File: src/rtl/alu_arbiter.sv
// alu_arbiter: two-client round-robin arbiter and sequencer around one shared
// 4-bit ALU (ALU_main). At most one operation is in flight at a time.
//
// Ports
//   clk, rst                      clock, synchronous active-high reset
//   req_valid_x / req_ready_x     request handshake, client x = 0/1
//   req_a_x, req_b_x, req_op_x    operands and ALU control (00 AND, 01 OR,
//                                 10 A+B, 11 A-B)
//   resp_valid_x / resp_ready_x   response handshake, client x = 0/1
//   resp_result, resp_flags       registered result and {N,Z,C,V}, shared
//   busy                          high whenever the FSM is not idle
//   op_count                      completed-operation counter, wraps at 256
//
// State table
//   S_IDLE | waiting for a request, grant computed combinationally
//   S_EXEC | ALU evaluates latched operands, result captured at cycle end
//   S_RESP | response held for the owner until it is consumed

module ALU_main (
  input  logic [3:0] a_i,
  input  logic [3:0] b_i,
  input  logic [1:0] op_i,
  output logic [3:0] result_o,
  output logic [3:0] flags_o
);

  logic [4:0] sum;
  logic       carry;
  logic       ovf;

  always_comb begin
    sum      = 5'd0;
    result_o = 4'd0;
    carry    = 1'b0;
    ovf      = 1'b0;
    case (op_i)
      2'b00: result_o = a_i & b_i;
      2'b01: result_o = a_i | b_i;
      2'b10: begin
        sum      = {1'b0, a_i} + {1'b0, b_i};
        result_o = sum[3:0];
        carry    = sum[4];
        ovf      = (a_i[3] == b_i[3]) && (sum[3] != a_i[3]);
      end
      default: begin
        // A - B as A + ~B + 1; carry out set means no borrow
        sum      = {1'b0, a_i} + {1'b0, ~b_i} + 5'd1;
        result_o = sum[3:0];
        carry    = sum[4];
        ovf      = (a_i[3] != b_i[3]) && (sum[3] != a_i[3]);
      end
    endcase
    flags_o = {result_o[3], (result_o == 4'd0), carry, ovf};
  end

endmodule

module alu_arbiter #(
  parameter int WIDTH = 4
) (
  input  logic             clk,
  input  logic             rst,
  input  logic             req_valid_0,
  input  logic             req_valid_1,
  output logic             req_ready_0,
  output logic             req_ready_1,
  input  logic [WIDTH-1:0] req_a_0,
  input  logic [WIDTH-1:0] req_b_0,
  input  logic [WIDTH-1:0] req_a_1,
  input  logic [WIDTH-1:0] req_b_1,
  input  logic [1:0]       req_op_0,
  input  logic [1:0]       req_op_1,
  output logic             resp_valid_0,
  output logic             resp_valid_1,
  input  logic             resp_ready_0,
  input  logic             resp_ready_1,
  output logic [WIDTH-1:0] resp_result,
  output logic [3:0]       resp_flags,
  output logic             busy,
  output logic [7:0]       op_count
);

  typedef enum logic [1:0] {
    S_IDLE = 2'd0,
    S_EXEC = 2'd1,
    S_RESP = 2'd2
  } state_t;

  state_t           state_q, state_d;
  logic             prio_q, prio_d;
  logic             owner_q, owner_d;
  logic [WIDTH-1:0] a_q, a_d;
  logic [WIDTH-1:0] b_q, b_d;
  logic [1:0]       op_q, op_d;
  logic [WIDTH-1:0] result_q, result_d;
  logic [3:0]       flags_q, flags_d;
  logic [7:0]       count_q, count_d;

  logic             grant_0;
  logic             grant_1;
  logic             resp_ready_owner;
  logic [WIDTH-1:0] alu_result;
  logic [3:0]       alu_flags;

  // The ALU only ever sees the latched operands, so request inputs may
  // change freely once accepted.
  ALU_main u_alu (
    .a_i      (a_q),
    .b_i      (b_q),
    .op_i     (op_q),
    .result_o (alu_result),
    .flags_o  (alu_flags)
  );

  assign resp_ready_owner = owner_q ? resp_ready_1 : resp_ready_0;

  always_comb begin
    state_d  = state_q;
    prio_d   = prio_q;
    owner_d  = owner_q;
    a_d      = a_q;
    b_d      = b_q;
    op_d     = op_q;
    result_d = result_q;
    flags_d  = flags_q;
    count_d  = count_q;
    grant_0  = 1'b0;
    grant_1  = 1'b0;
    case (state_q)
      S_IDLE: begin
        // A lone requester always wins; on contention prio_q picks the client.
        grant_0 = req_valid_0 & (~req_valid_1 | ~prio_q);
        grant_1 = req_valid_1 & (~req_valid_0 |  prio_q);
        if (grant_0 | grant_1) begin
          owner_d = grant_1;
          a_d     = grant_1 ? req_a_1  : req_a_0;
          b_d     = grant_1 ? req_b_1  : req_b_0;
          op_d    = grant_1 ? req_op_1 : req_op_0;
          state_d = S_EXEC;
        end
      end
      S_EXEC: begin
        result_d = alu_result;
        flags_d  = alu_flags;
        state_d  = S_RESP;
      end
      S_RESP: begin
        if (resp_ready_owner) begin
          prio_d  = ~owner_q;
          count_d = count_q + 8'd1;
          state_d = S_IDLE;
        end
      end
      default: state_d = S_IDLE;
    endcase
  end

  always_ff @(posedge clk) begin
    if (rst) begin
      state_q  <= S_IDLE;
      prio_q   <= 1'b0;
      owner_q  <= 1'b0;
      a_q      <= '0;
      b_q      <= '0;
      op_q     <= 2'd0;
      result_q <= '0;
      flags_q  <= 4'd0;
      count_q  <= 8'd0;
    end else begin
      state_q  <= state_d;
      prio_q   <= prio_d;
      owner_q  <= owner_d;
      a_q      <= a_d;
      b_q      <= b_d;
      op_q     <= op_d;
      result_q <= result_d;
      flags_q  <= flags_d;
      count_q  <= count_d;
    end
  end

  // Ready is masked while reset is held so no client sees a false accept.
  assign req_ready_0  = grant_0 & ~rst;
  assign req_ready_1  = grant_1 & ~rst;
  assign resp_valid_0 = (state_q == S_RESP) & ~owner_q;
  assign resp_valid_1 = (state_q == S_RESP) &  owner_q;
  assign resp_result  = result_q;
  assign resp_flags   = flags_q;
  assign busy         = (state_q != S_IDLE);
  assign op_count     = count_q;

endmodule

File: config.mk
export PLATFORM = sky130hd
export DESIGN_NAME = alu_arbiter
export DESIGN_NICKNAME = d
export VERILOG_FILES = /design/src/rtl/alu_arbiter.sv
export SDC_FILE = /design/constraint.sdc
export NUM_CORES = 1
export LEC_CHECK = 0
export ABC_AREA = 1
export BUFFER_PORTS_ARGS = -buffer_cell sky130_fd_sc_hd__clkbuf_2
export CORE_MARGIN = 2
export CORE_UTILIZATION = 54
export CTS_BUF_LIST = sky130_fd_sc_hd__clkbuf_4 sky130_fd_sc_hd__clkbuf_8
export CTS_CLUSTER_SIZE = 20
export DETAILED_ROUTE_END_ITERATION = 10
export GPL_ROUTABILITY_DRIVEN = 0
export GPL_TIMING_DRIVEN = 0
export PLACE_DENSITY_LB_ADDON = 0.08
export SLEW_MARGIN = 0
export SYNTH_ARGS = -nofsm -noshare
export SYNTH_HDL_FRONTEND = slang
export SYNTH_SLANG_ARGS = --single-unit
File: constraint.sdc
create_clock -name clk -period 1.95 [get_ports clk]
set_input_delay 0.2925 -clock clk [delete_from_list [all_inputs] [get_ports clk]]
set_output_delay 0.2925 -clock clk [all_outputs]
set_load 0.05 [all_outputs]
# After elaboration in Yosys (flattened, before gate mapping)
# Cells that the tools add are included.
[classes]
addsub = 4
n_eq_ne = 10
n_mux = 12
bitwise_logic = 17
reduce_logical = 10
[ops]
columns = ["cell", "n"]
rows = [
  ["4-bit one-hot mux with 3 select lines", 1],
  ["4-bit by 4-bit adder with 5-bit output", 2],
  ["8-bit by 1-bit adder with 8-bit output (second input constant)", 1],
  ["4-bit two-way mux", 2],
  ["1-bit AND", 6],
  ["2-bit two-way mux", 3],
  ["2-bit one-hot mux with 3 select lines", 1],
  ["2-bit AND reduction", 3],
  ["5-bit by 1-bit adder with 5-bit output (second input constant)", 1],
  ["1-bit inverter", 5],
  ["4-bit AND", 1],
  ["2-bit by 1-bit == test with 1-bit output (second input constant)", 2],
  ["2-bit == test (second input constant)", 2],
  ["2-bit zero test", 2],
  ["4-bit zero test", 1],
  ["2-bit != test (second input constant)", 2],
  ["4-bit inverter", 1],
  ["4-bit OR", 1],
  ["1-bit one-hot mux with 2 select lines", 2],
  ["1-bit two-way mux", 3],
  ["1-bit != test", 3],
  ["1-bit OR", 3],
  ["1-bit logical AND", 2],
  ["2-bit nonzero test", 1],
  ["other kinds (2)", 2],
]
[word_totals]
register_bits = 30
out_inout_bits = 21
wordCells = 62

# Logic depth before layout (Yosys ltp)
# Gate-level depths: netlist (run 1).
[depth]
depth_word = 6
ltp_mapped = 12
depth_no_buf = 12

# Cells and area by module
# A second synthesis (run 1) with hierarchy kept.
[hier_totals]
hier_cells = 290
hier_area_um2 = 2008.2
[by_module_without_submodules]
columns = ["mod", "n_inst", "cells_per_inst", "area_each_um2", "seq_area_each_um2"]
rows = [
  ["alu_arbiter", 1, 197, 1408.9, 600.6],
  ["ALU_main", 1, 93, 599.3, 0.0],
]

# Worst setup path after synthesis (run 1)
# OpenSTA, ideal clock, no wires.
[synth_timing]
kind = "register -> output"
startpoint = "reg state_q[1]"
endpoint = "out req_ready_0"
arrival_time_ns = 3.149
setup_slack_ns = -1.492
path_stages_with_launch = 4
path_cell_list = "dfxtp_1 -> nor2_1 -> inv_1 -> a2111oi_0"
[synth_between]
elab_chain_cells = 3
[synth_rtl]
columns = ["item", "line_no", "source"]
rows = [
  ["start, declared", "89", "state_t state_q, state_d;"],
  ["start signal, assigned", "170", "state_q <= state_d;"],
  ["2-bit zero test", "129", "case (state_q)"],
  ["1-bit two-way mux", "129", ""],
  ["1-bit AND", "183", "assign req_ready_0 = grant_0 & ~rst;"],
  ["end, declared", "65", "output logic req_ready_0,"],
]
# No other way between the ends.

# Final worst setup path (run 1)
[layout_timing]
startpoint = "reg a_q[0]"
endpoint = "reg flags_q[2] (netlist: resp_flags[2])"
[layout_between]
elab_chain_cells = 4
word_cells_on_any_way = 7
classes_between = "add/sub: 3; mux: 1; bitwise: 2; reduce/logical: 1"
[layout_rtl]
columns = ["item", "line_no", "source"]
rows = [
  ["start, declared", "92", "logic [WIDTH-1:0] a_q, a_d;"],
  ["start signal, assigned", "163", "a_q <= '0;"],
  ["start signal, assigned", "173", "a_q <= a_d;"],
  ["4-bit by 4-bit adder with 5-bit output", "47", "sum = {1'b0, a_i} + {1'b0, ~b_i} + 5'd1;"],
  ["5-bit by 1-bit adder with 5-bit output", "47", ""],
  ["4-bit one-hot mux with 3 select lines (*)", "36", "case (op_i)"],
  ["4-bit zero test (*)", "53", "flags_o = {result_o[3], (result_o == 4'd0), carry, ovf};"],
  ["end signal, assigned", "177", "flags_q <= flags_d;"],
  ["end, declared", "96", "logic [3:0] flags_q, flags_d;"],
]
# Mark *: on every way between the ends. The rest lies on a longest branch, timed or not.
# A chain may end at the register's enable or synchronous reset.

==> results.py, run 1 <==
metrics = {
    "placement": {
        "dpl.hpwl_mm": 2.95,
        "io_buffers": 45,
        "dp_slack_ps": 37.2,
    },
    "final_layout": {
        "final_core_util_pct": 70.5,
        "area_growth_syn_to_layout_pct": 22.3,
        "drive_gt1_share_pct": 25.3,
        "nets": 348,
        "diodes": 0,
    },
    "critical_path": {
        "crit_type": "flop to flop",
        "r2r-end": "resp_flags[2]$_SDFFE_PP0N_",
        "arrival_ps": 2160,
        "slowest_delay_ps": 350,
        "worst-path-buf-inv": 1,
        "required_ps": 2220,
        "crit_top_cell": "nand2_1",
        "reg2reg_from": "a_q[0]$_SDFFE_PP0P_",
        "reg2regPathDepth": 11,
        "crit_slowest_cell": "dfxtp_2",
        "end_kind": "flop",
        "worstPathCellList": "inv_1, ha_1, fa_2, or2_1, nand2_1, nor2_1, nor2_2, nand2_1, nor2_1, nand2_1, a21oi_2",
        "crit_end": "resp_flags[2]$_SDFFE_PP0N_",
        "cp.depth": 11,
        "start_kind": "flop",
        "crit_start": "a_q[0]$_SDFFE_PP0P_",
        "cp_top_family": "simple AND/OR/NAND/NOR gates",
        "reg2reg_slack_ps": 60,
        "crit_path_max_fanout": 3,
    },
    "sta": {
        "finalSetupViolCount": 0,
        "hold_violations": 0,
        "timing.fmax_mhz": 528,
        "tightest_slew_ps": 379,
        "slew_headroom_pct": 74.8,
        "period_minus_slack_ps": 1890,
        "layout_setup_ws_ps": 57.1,
        "grt_setup_unrepaired": "yes",
        "slew_viol_final": 0,
        "period_share_pct": 97.1,
        "skew_ps": 8.78,
    },
    "pwr": {
        "p_sw_uw": 620,
        "p_per_area_nw_per_um2": 808,
        "power.share.sequential_pct": 38.8,
        "p_clk_share_pct": 30.5,
        "netSwitchingFraction_pct": 35.1,
        "leakagePower_uw": 0.00106,
        "pwr-share-comb_pct": 30.7,
        "intPower_uw": 1150,
        "vdd_drop_max_mv": 0.549,
    },
    "hold_path": {
        "min_from": "resp_ready_1",
        "hold_path_class": "input port to flop",
        "min_path_cells": 2,
    },
    "grt": {
        "grt_pass1_wl_mm": 6.35,
        "globalRoute.totalOverflow": 0,
        "grt_max_degree": 11,
        "grt_pass1_vias": 1468,
        "antenna_found_initial": 0,
        "track_usage_pct": 22.7,
    },
    "synthesis": {
        "synth_top_family_by_area": "simple AND/OR/NAND/NOR gates",
        "synth-simple-area-share_pct": 26.5,
        "synth_compound_area_share_pct": 17.6,
        "synth_warnings": 0,
        "ys_ff_latch": 29,
        "synthFlopType": "dfxtp_1",
        "synth_top_area_share_pct": 32.5,
        "synth_xor_area_share_pct": 0.980,
        "synth-async-reset-ratio_pct": 0,
        "synth.area.mux_share_pct": 0,
        "syn_area_per_cell_um2": 7.01,
        "synth_area_um2": 1790,
        "synthAdderAreaFrac_pct": 11.3,
        "synth_top_area_cell": "dfxtp_1",
        "ys_seq_area_share_pct": 32.5,
        "synth_cells": 255,
        "netlist_top_cells_area": "dfxtp_1 32%, nand2_1 12%, ha_1 9.1%",
        "syn_nets": 296,
        "yosysUniqueCellTypes": 34,
        "synth_edf_count": 0,
    },
    "clock_network": {
        "clock_sinks": 29,
        "htree_levels": 2,
        "cts_tree": "yes",
        "clk_latency_ps": 330,
        "cts-root-to-sink-buffers": 2,
        "path_clk_slew_ps": 90,
        "cts_made_buffers": 5,
        "clockRootBuffer": "clkbuf_4",
    },
    "detailed_routing": {
        "post_drt_wl_per_cell_um": 10.8,
        "drc": 0,
        "dr.pass1.iters": 4,
        "finalWirelength_mm": 3.81,
        "vias_per_cell": 4.92,
        "num_vias": 1733,
        "drt-initial-drc-count": 79,
        "ant_nets": 0,
    },
    "die": {
        "core_um2": 3100,
        "rows": 20,
        "die_h_um": 61.5,
        "start_util_pct": 57.6,
        "die_area_um2": 3790,
        "die_w_um": 61.5,
        "io_pins": 47,
    },
    "run": {
        "maxCapViolCount": 0,
    },
    "run_status": {
        "status": "complete, no violations",
    },
}
==> worst register-to-register path: stages (launching register included) <==
cell and delay [ps]:
dfxtp_2 350, inv_1 60, ha_1 230, fa_2 350, or2_1 250, nand2_1 80
nor2_1 50, nor2_2 130, nand2_1 60, nor2_1 90, nand2_1 80, a21oi_2 110
==> cells in the final DEF (no fill, tap or decap), drive strengths merged <==
cell type / n
o21ai: 23
nor3b: 1
ha: 13
or2: 2
nand3b: 2
xnor2: 1
nand4: 4
nand3: 14
inv: 34
fa: 2
and3: 1
o211ai: 2
bufinv: 1
a31oi: 11
a2111oi: 1
a211oi: 1
nand2: 57
dfxtp: 29
clkinv: 1
clkbuf: 55
o21bai: 1
a21oi: 16
buf: 8
nor2: 27
xor2: 1
==> state kept, by name (all words and copies together) (netlist names) <==
register	cells
state_q	2
resp_result	4
op_count	8
prio_q	1
a_q	4
owner_q	1
resp_flags	3
b_q	4
op_q	2
==> synthesized netlist by cell type, drive strengths merged, types with 2 or more instances <==
master,count
inv,34
ha,13
a21oi,16
fa,2
nand3,14
or2,2
nor2,27
a31oi,11
nand2,57
clkbuf,3
nand4,4
dfxtp,29
buf,8
o211ai,2
o21ai,23
nand3b,2
==> routing by layer <==
layer	global-route usage [%]	vias to the layer above	share of wire [%]
met4	7.29	0	0.87
met5	0	-	0
met3	5.67	4	4.9
met1	31.2	746	49
li1	-	932	-
met2	35.0	51	45
==> worst min-delay path by stage <==
stage	end	slack (ps)
6_report	prio_q$_SDFFE_PP0P_	150
5_1_grt	prio_q$_SDFFE_PP0P_	130
4_1_cts	prio_q$_SDFFE_PP0P_	140
3_5_place_dp	op_count[6]$_SDFFE_PP0P_	470
3_3_place_gp	op_count[6]$_SDFFE_PP0P_	460
2_1_floorplan	prio_q$_SDFFE_PP0P_	390
==> stage by stage <==
stage	instance area (µm²)	total power (µW)	setup TNS, ps	instances	hold slack [ps]
2_1_floorplan	1810	1100	0	255	387
3_3_place_gp	2090	1220	0	344	462
3_5_place_dp	2090	1230	0	344	468
4_1_cts	2180	1770	0	352	138
5_1_grt	2190	1870	-42.2	352	134
6_report	2190	1770	0	352	152
==> cells by family after synthesis <==
group                    count (synthesis)
flip-flops                              29
adder cells (fa/ha/maj)                 15
buffers and inverters                   46
XOR/XNOR                                 2
AND/OR/NAND/NOR                        108
AO/OA/AOI/OAI                           55
==> power by group through the flow <==
stage,Sequential (µW),Clock (µW),Combinational (µW)
after floorplan,750,0,353
after global placement,696,0,529
after detailed placement,697,0,538
after CTS,683,542,541
after global routing,692,564,615
final,686,538,543
==> repair_timing <==
item / in CTS / in global routing
setup endpoints to repair: 0 / 3
hold buffers: 0 / 0
setup buffers: 0 / 0
resized for setup: 0 / 7
==> area by class of cell <==
class,instances,area (µm²)
multi-input cells,180,1030
fillers,305,916
flip-flops and latches,29,584
repair buffers,45,228
inverters,35,131
plain buffers,11,68.8
clock buffers,7,58.8
well taps,44,55.1
clock inverters,1,30.0
No activity file was read; power rests on OpenSTA's default activity.
==> run 2, diff against run 1 <==
--- a/config.mk
+++ b/config.mk
@@ -7,13 +7,14 @@
 export LEC_CHECK = 0
 export ABC_AREA = 1
 export BUFFER_PORTS_ARGS = -buffer_cell sky130_fd_sc_hd__clkbuf_2
+export CELL_PAD_IN_SITES_DETAIL_PLACEMENT = 0
+export CELL_PAD_IN_SITES_GLOBAL_PLACEMENT = 1
 export CORE_MARGIN = 2
-export CORE_UTILIZATION = 54
+export CORE_UTILIZATION = 38
 export CTS_BUF_LIST = sky130_fd_sc_hd__clkbuf_4 sky130_fd_sc_hd__clkbuf_8
 export CTS_CLUSTER_SIZE = 20
 export DETAILED_ROUTE_END_ITERATION = 10
 export GPL_ROUTABILITY_DRIVEN = 0
-export GPL_TIMING_DRIVEN = 0
 export PLACE_DENSITY_LB_ADDON = 0.08
 export SLEW_MARGIN = 0
 export SYNTH_ARGS = -nofsm -noshare
==> run 2 against run 1 <==
  * Total power decreased by 3.0%
  * Die area increased by 39%
  * Global-route usage decreased by 5.4 points
  * First-iteration DRC count decreased by 5.1%
  * Sequential cell count unchanged
  * Final area decreased by 1.2%
  * Clock-buffer cell count decreased by 2
  * Sequential power increased by 1%
  * Critical path type unchanged
  * Critical endpoint unchanged
==> results.py, run 2 (synthesis results as in run 1) <==
metrics = {
    "final_layout": {
        "area_growth_syn_to_layout_pct": 20.9,
        "drive_gt1_share_pct": 24.5,
        "regArea_um2": 583,
        "fill_cells": 485,
        "final_common_cell": "nand2_1",
        "multiInputGateArea_um2": 1030,
        "nets": 342,
        "largest_reg_flops": 8,
        "diodes": 0,
        "final_cell_mix": "57 x nand2_1, 46 x clkbuf_2, 32 x inv_1",
    },
    "sta": {
        "timing.fmax_mhz": 553,
        "slew_viol_final": 0,
        "skew_ps": 7.22,
        "tightest_slew_ps": 595,
        "hold_violations": 0,
        "grt_setup_unrepaired": "no",
        "period_share_pct": 92.7,
        "tns_ps": 0,
        "slew_headroom_pct": 60.3,
        "period_minus_slack_ps": 1810,
        "finalSetupViolCount": 0,
    },
    "pwr": {
        "leakagePower_uw": 0.00104,
        "power.share.sequential_pct": 40.5,
        "p_per_area_nw_per_um2": 793,
        "pwr-share-comb_pct": 30.7,
        "power_uw": 1710,
        "intPower_uw": 1060,
        "vdd_drop_max_mv": 0.470,
        "netSwitchingFraction_pct": 37.9,
        "p_sw_uw": 650,
        "p_clk_share_pct": 28.8,
    },
    "grt": {
        "grt_pass1_vias": 1599,
        "antenna_found_initial": 0,
        "grt_pass1_wl_mm": 7.07,
        "grt_max_degree": 23,
        "track_usage_pct": 17.3,
        "globalRoute.totalOverflow": 0,
    },
    "detailed_routing": {
        "ant_nets": 0,
        "drt-initial-drc-count": 75,
        "finalWirelength_mm": 4.09,
        "num_vias": 1677,
        "post_drt_wl_per_cell_um": 11.5,
        "vias_per_cell": 4.74,
        "dr.pass1.iters": 4,
        "drc": 0,
    },
    "die": {
        "die_h_um": 72.6,
        "die_area_um2": 5270,
        "start_util_pct": 40.2,
        "rows": 24,
        "core_um2": 4440,
        "io_pins": 47,
        "die_w_um": 72.6,
    },
    "critical_path": {
        "crit_type": "flop to flop",
        "reg2reg_slack_ps": 140,
        "required_ps": 2170,
        "crit_start": "a_q[0]$_SDFFE_PP0P_",
        "crit_slowest_cell": "fa_2",
        "reg2regPathDepth": 11,
        "arrival_ps": 2030,
        "worstPathCellList": "inv_1, ha_1, fa_2, or2_1, nand2_1, nor2_1, nor2_2, nand2_1, nor2_1, nand2_1, a21oi_2",
        "r2r-end": "resp_flags[2]$_SDFFE_PP0N_",
        "end_kind": "flop",
        "slowest_delay_ps": 350,
        "crit_path_max_fanout": 3,
        "start_kind": "flop",
        "crit_top_cell": "nand2_1",
        "reg2reg_from": "a_q[0]$_SDFFE_PP0P_",
        "crit_end": "resp_flags[2]$_SDFFE_PP0N_",
    },
    "clock_network": {
        "clockRootBuffer": "clkbuf_8",
        "cts_tree": "yes",
        "cts_made_buffers": 5,
        "path_clk_slew_ps": 70,
        "clk_latency_ps": 280,
        "cts-root-to-sink-buffers": 2,
        "postCtsSetupBuffers": 0,
        "htree_levels": 2,
        "clock_sinks": 29,
    },
    "placement": {
        "dpl.hpwl_mm": 3.18,
        "io_buffers": 46,
    },
    "hold_path": {
        "hold_path_class": "input port to flop",
    },
    "run_status": {
        "status": "complete, no violations",
    },
    "run": {
        "maxCapViolCount": 0,
    },
}
-- run 2: cell types whose count changed in the layout (fill, tap and decap cells not counted), moves of 2 or more --
cell,before,now
clkinv_2,0,2
clkbuf_8,2,5
clkbuf_2,44,46
clkbuf_4,7,0
buf_2,5,0
clkbuf_1,2,0
-- run 2: layer usage --
metal  vias to the layer above  wire, µm  global-route usage, %
met5                         -         0                      0
met4                         0        26                   4.94
met3                         2       226                   5.11
met2                        47      1780                   27.5
met1                       710      2050                   22.8
li1                        918         -                      -
-- run 2: worst min path at each step --
| stage | startpoint | to | cells past startpoint |
|---|---|---|---|
| after floorplan | resp_ready_1 | prio_q$_SDFFE_PP0P_ | 1 |
| after detailed placement | op_count[6]$_SDFFE_PP0P_ | op_count[6]$_SDFFE_PP0P_ | 1 |
| after global routing | resp_ready_1 | prio_q$_SDFFE_PP0P_ | 2 |
| after global placement | op_count[6]$_SDFFE_PP0P_ | op_count[6]$_SDFFE_PP0P_ | 1 |
| after CTS | resp_ready_1 | prio_q$_SDFFE_PP0P_ | 2 |
| final | resp_ready_1 | prio_q$_SDFFE_PP0P_ | 2 |
-- run 2: cell type report --
cell class | instances | area share [%]
Inverter | 35 | 6.08
Clock inverter | 3 | 0.811
Sequential cell | 29 | 27.0
Multi-Input combinational cell | 180 | 47.9
Clock buffer | 5 | 3.18
Tap cell | 52 | 3.01
Timing Repair Buffer | 50 | 12.0
-- run 2: timing repair --
| action | 4_1_cts | 5_1_grt |
|---|---|---|
| hold buffers | 0 | 0 |
| resized for setup | 0 | 5 |
| setup endpoints to repair | 0 | 2 |
-- run 2: worst max-delay path, delay by kind of cell, from the launching register on --
family	cells	cell delay, ps
AOI/OAI and AO/OA	1	110
adders and majority gates	2	570
buffers and inverters	1	60
DFF	1	340
and+or+nand+nor	7	680
-- run 2: through the flow --
step           util (%)  cell area [µm²]  cells  hold WS (ps)  setup WS [ps]
6_report           48.6             2160    354           204            143
5_1_grt            48.6             2160    354           199          0.377
4_1_cts            48.4             2150    354           199           84.3
3_5_place_dp       46.4             2060    346           479           95.8
3_3_place_gp       46.4             2060    346           464            132
2_1_floorplan         -             1810    255           387            212
-- run 2: power groups by stage --
| stage | combinational, µW | sequential [µW] | clock (µW) |
|---|---|---|---|
| 4_1_cts | 528 | 693 | 512 |
| 5_1_grt | 601 | 703 | 536 |
| 2_1_floorplan | 353 | 750 | 0 |
| 6_report | 527 | 694 | 494 |
| 3_3_place_gp | 529 | 704 | 0 |
| 3_5_place_dp | 525 | 705 | 0 |
==> run 3, diff against run 2 <==
--- a/config.mk
+++ b/config.mk
@@ -9,6 +9,7 @@
 export BUFFER_PORTS_ARGS = -buffer_cell sky130_fd_sc_hd__clkbuf_2
 export CELL_PAD_IN_SITES_DETAIL_PLACEMENT = 0
 export CELL_PAD_IN_SITES_GLOBAL_PLACEMENT = 1
+export CORE_ASPECT_RATIO = 0.75
 export CORE_MARGIN = 2
 export CORE_UTILIZATION = 38
 export CTS_BUF_LIST = sky130_fd_sc_hd__clkbuf_4 sky130_fd_sc_hd__clkbuf_8
==> run 3 against run 2 <==
  * Clock power up 8.7%
  * Critical path depth unchanged
  * Die area up 0.11%
  * Clock skew down 1.6 ps
  * Global-route usage up 0.17 points
  * Largest power group unchanged
  * Highest routed layer unchanged
==> results.py, run 3 (synthesis results as in run 1) <==
metrics = {
    "grt": {
        "antenna_found_initial": 0,
        "globalRoute.totalOverflow": 0,
        "track_usage_pct": 17.5,
        "grt_pass1_vias": 1591,
        "grt_pass1_wl_mm": 7.36,
        "grt_max_degree": 23,
    },
    "critical_path": {
        "crit_type": "flop to flop",
        "start_kind": "flop",
        "crit_start": "b_q[1]$_SDFFE_PP0P_",
        "reg2reg_from": "b_q[1]$_SDFFE_PP0P_",
        "required_ps": 2170,
        "crit_path_max_fanout": 4,
        "arrival_ps": 1970,
        "end_kind": "flop",
    },
    "detailed_routing": {
        "dr.pass1.iters": 4,
        "post_drt_wl_per_cell_um": 11.6,
        "vias_per_cell": 4.75,
        "drt-initial-drc-count": 95,
        "num_vias": 1709,
        "ant_nets": 0,
        "finalWirelength_mm": 4.19,
        "drc": 0,
    },
    "final_layout": {
        "final_core_util_pct": 48.7,
        "final_common_cell": "nand2_1",
        "multiInputGateArea_um2": 1030,
        "diodes": 0,
        "largest_reg_flops": 8,
        "stdcell_area_um2": 2190,
        "nets": 343,
        "final_cell_mix": "57 x nand2_1, 46 x clkbuf_2, 32 x inv_1",
        "drive_gt1_share_pct": 24.8,
        "fin_cells": 360,
        "area_growth_syn_to_layout_pct": 22.4,
        "regArea_um2": 583,
        "fill_cells": 465,
    },
    "clock_network": {
        "cts-root-to-sink-buffers": 2,
        "htree_levels": 2,
        "clock_sinks": 29,
        "cts_tree": "yes",
        "path_clk_slew_ps": 60,
        "clk_latency_ps": 280,
        "cts_made_buffers": 5,
        "postCtsSetupBuffers": 0,
        "clockRootBuffer": "clkbuf_8",
    },
    "hold_path": {
        "min_from": "resp_ready_1",
        "hold_path_class": "input port to flop",
    },
    "placement": {
        "dpl.hpwl_mm": 3.34,
        "io_buffers": 46,
        "dp_cells": 352,
        "post_dp_cell_area_um2": 2080,
    },
    "sta": {
        "grt_setup_unrepaired": "no",
        "tns_ps": 0,
        "skew_ps": 5.60,
        "hold_violations": 0,
        "timing.fmax_mhz": 570,
        "slew_headroom_pct": 62.7,
        "tightest_slew_ps": 560,
        "period_share_pct": 90.0,
        "finalSetupViolCount": 0,
        "period_minus_slack_ps": 1750,
        "slew_viol_final": 0,
    },
    "die": {
        "die_h_um": 63.4,
        "core_um2": 4490,
        "start_util_pct": 39.8,
        "rows": 21,
        "die_w_um": 83.2,
        "io_pins": 47,
        "die_area_um2": 5280,
    },
    "pwr": {
        "power_uw": 1770,
        "leakagePower_uw": 0.00105,
        "p_per_area_nw_per_um2": 808,
        "vdd_drop_max_mv": 0.376,
    },
    "run_status": {
        "status": "complete, no violations",
    },
    "run": {
        "maxCapViolCount": 0,
    },
}
-- run 3: cell count changes in the layout (fill, tap and decap cells not counted), sizes merged --
cell	change
clkbuf	+2
buf	+1
clkinv	-1
clkinvlp	-1
-- run 3: layer usage --
| layer | track usage (%) | wire length [µm] | vias to the layer above |
|---|---|---|---|
| met2 | 23.2 | 1510 | 53 |
| met1 | 26.8 | 2360 | 725 |
| met3 | 4.46 | 269 | 8 |
| met4 | 6.15 | 57 | 0 |
| met5 | 0 | 0 | - |
| li1 | - | - | 923 |
-- run 3: worst paths after layout --
path	depth (start not counted)	slack [ps]	endpoint
hold reg to reg	1	480	op_count[6]$_SDFFE_PP0P_
setup reg to reg	11	200	resp_flags[2]$_SDFFE_PP0N_
hold / removal	2	200	prio_q$_SDFFE_PP0P_
setup / recovery	11	200	resp_flags[2]$_SDFFE_PP0N_
-- run 3: cell type report --
type	instances	share of cell area, %
Multi-Input combinational cell	180	47.2
Timing Repair Buffer	51	12.2
Inverter	35	6.00
Tap cell	57	3.26
Sequential cell	29	26.6
Clock buffer	7	4.40
Clock inverter	1	0.229
-- run 3: through the flow --
step | hold WS [ps] | setup slack, ps
floorplan | 387 | 212
global placement | 467 | 135
detailed placement | 467 | 74.6
CTS | 197 | 66.8
global route | 225 | 4.86
finish | 203 | 195
-- run 3: what timing repair did --
item	CTS	global route
setup endpoints to repair	0	2
hold buffers	0	0
gates resized for setup	0	5
-- run 3: critical path, stage by stage (launching register included) --
cell and delay (ps):
dfxtp_1 440, inv_1 130, fa_1 430, inv_1 70, nand2_1 60, nand3_1 90
nand3_1 80, nor2_2 100, nand2_1 60, nor2_1 80, nand2_1 70, a21oi_2 100
-- run 3: power breakdown --
group | switching, µW | internal (µW) | leakage [µW]
Clock | 219 | 318 | 0.0000542
Sequential | 51.8 | 645 | 0.000239
Combinational | 358 | 175 | 0.000755
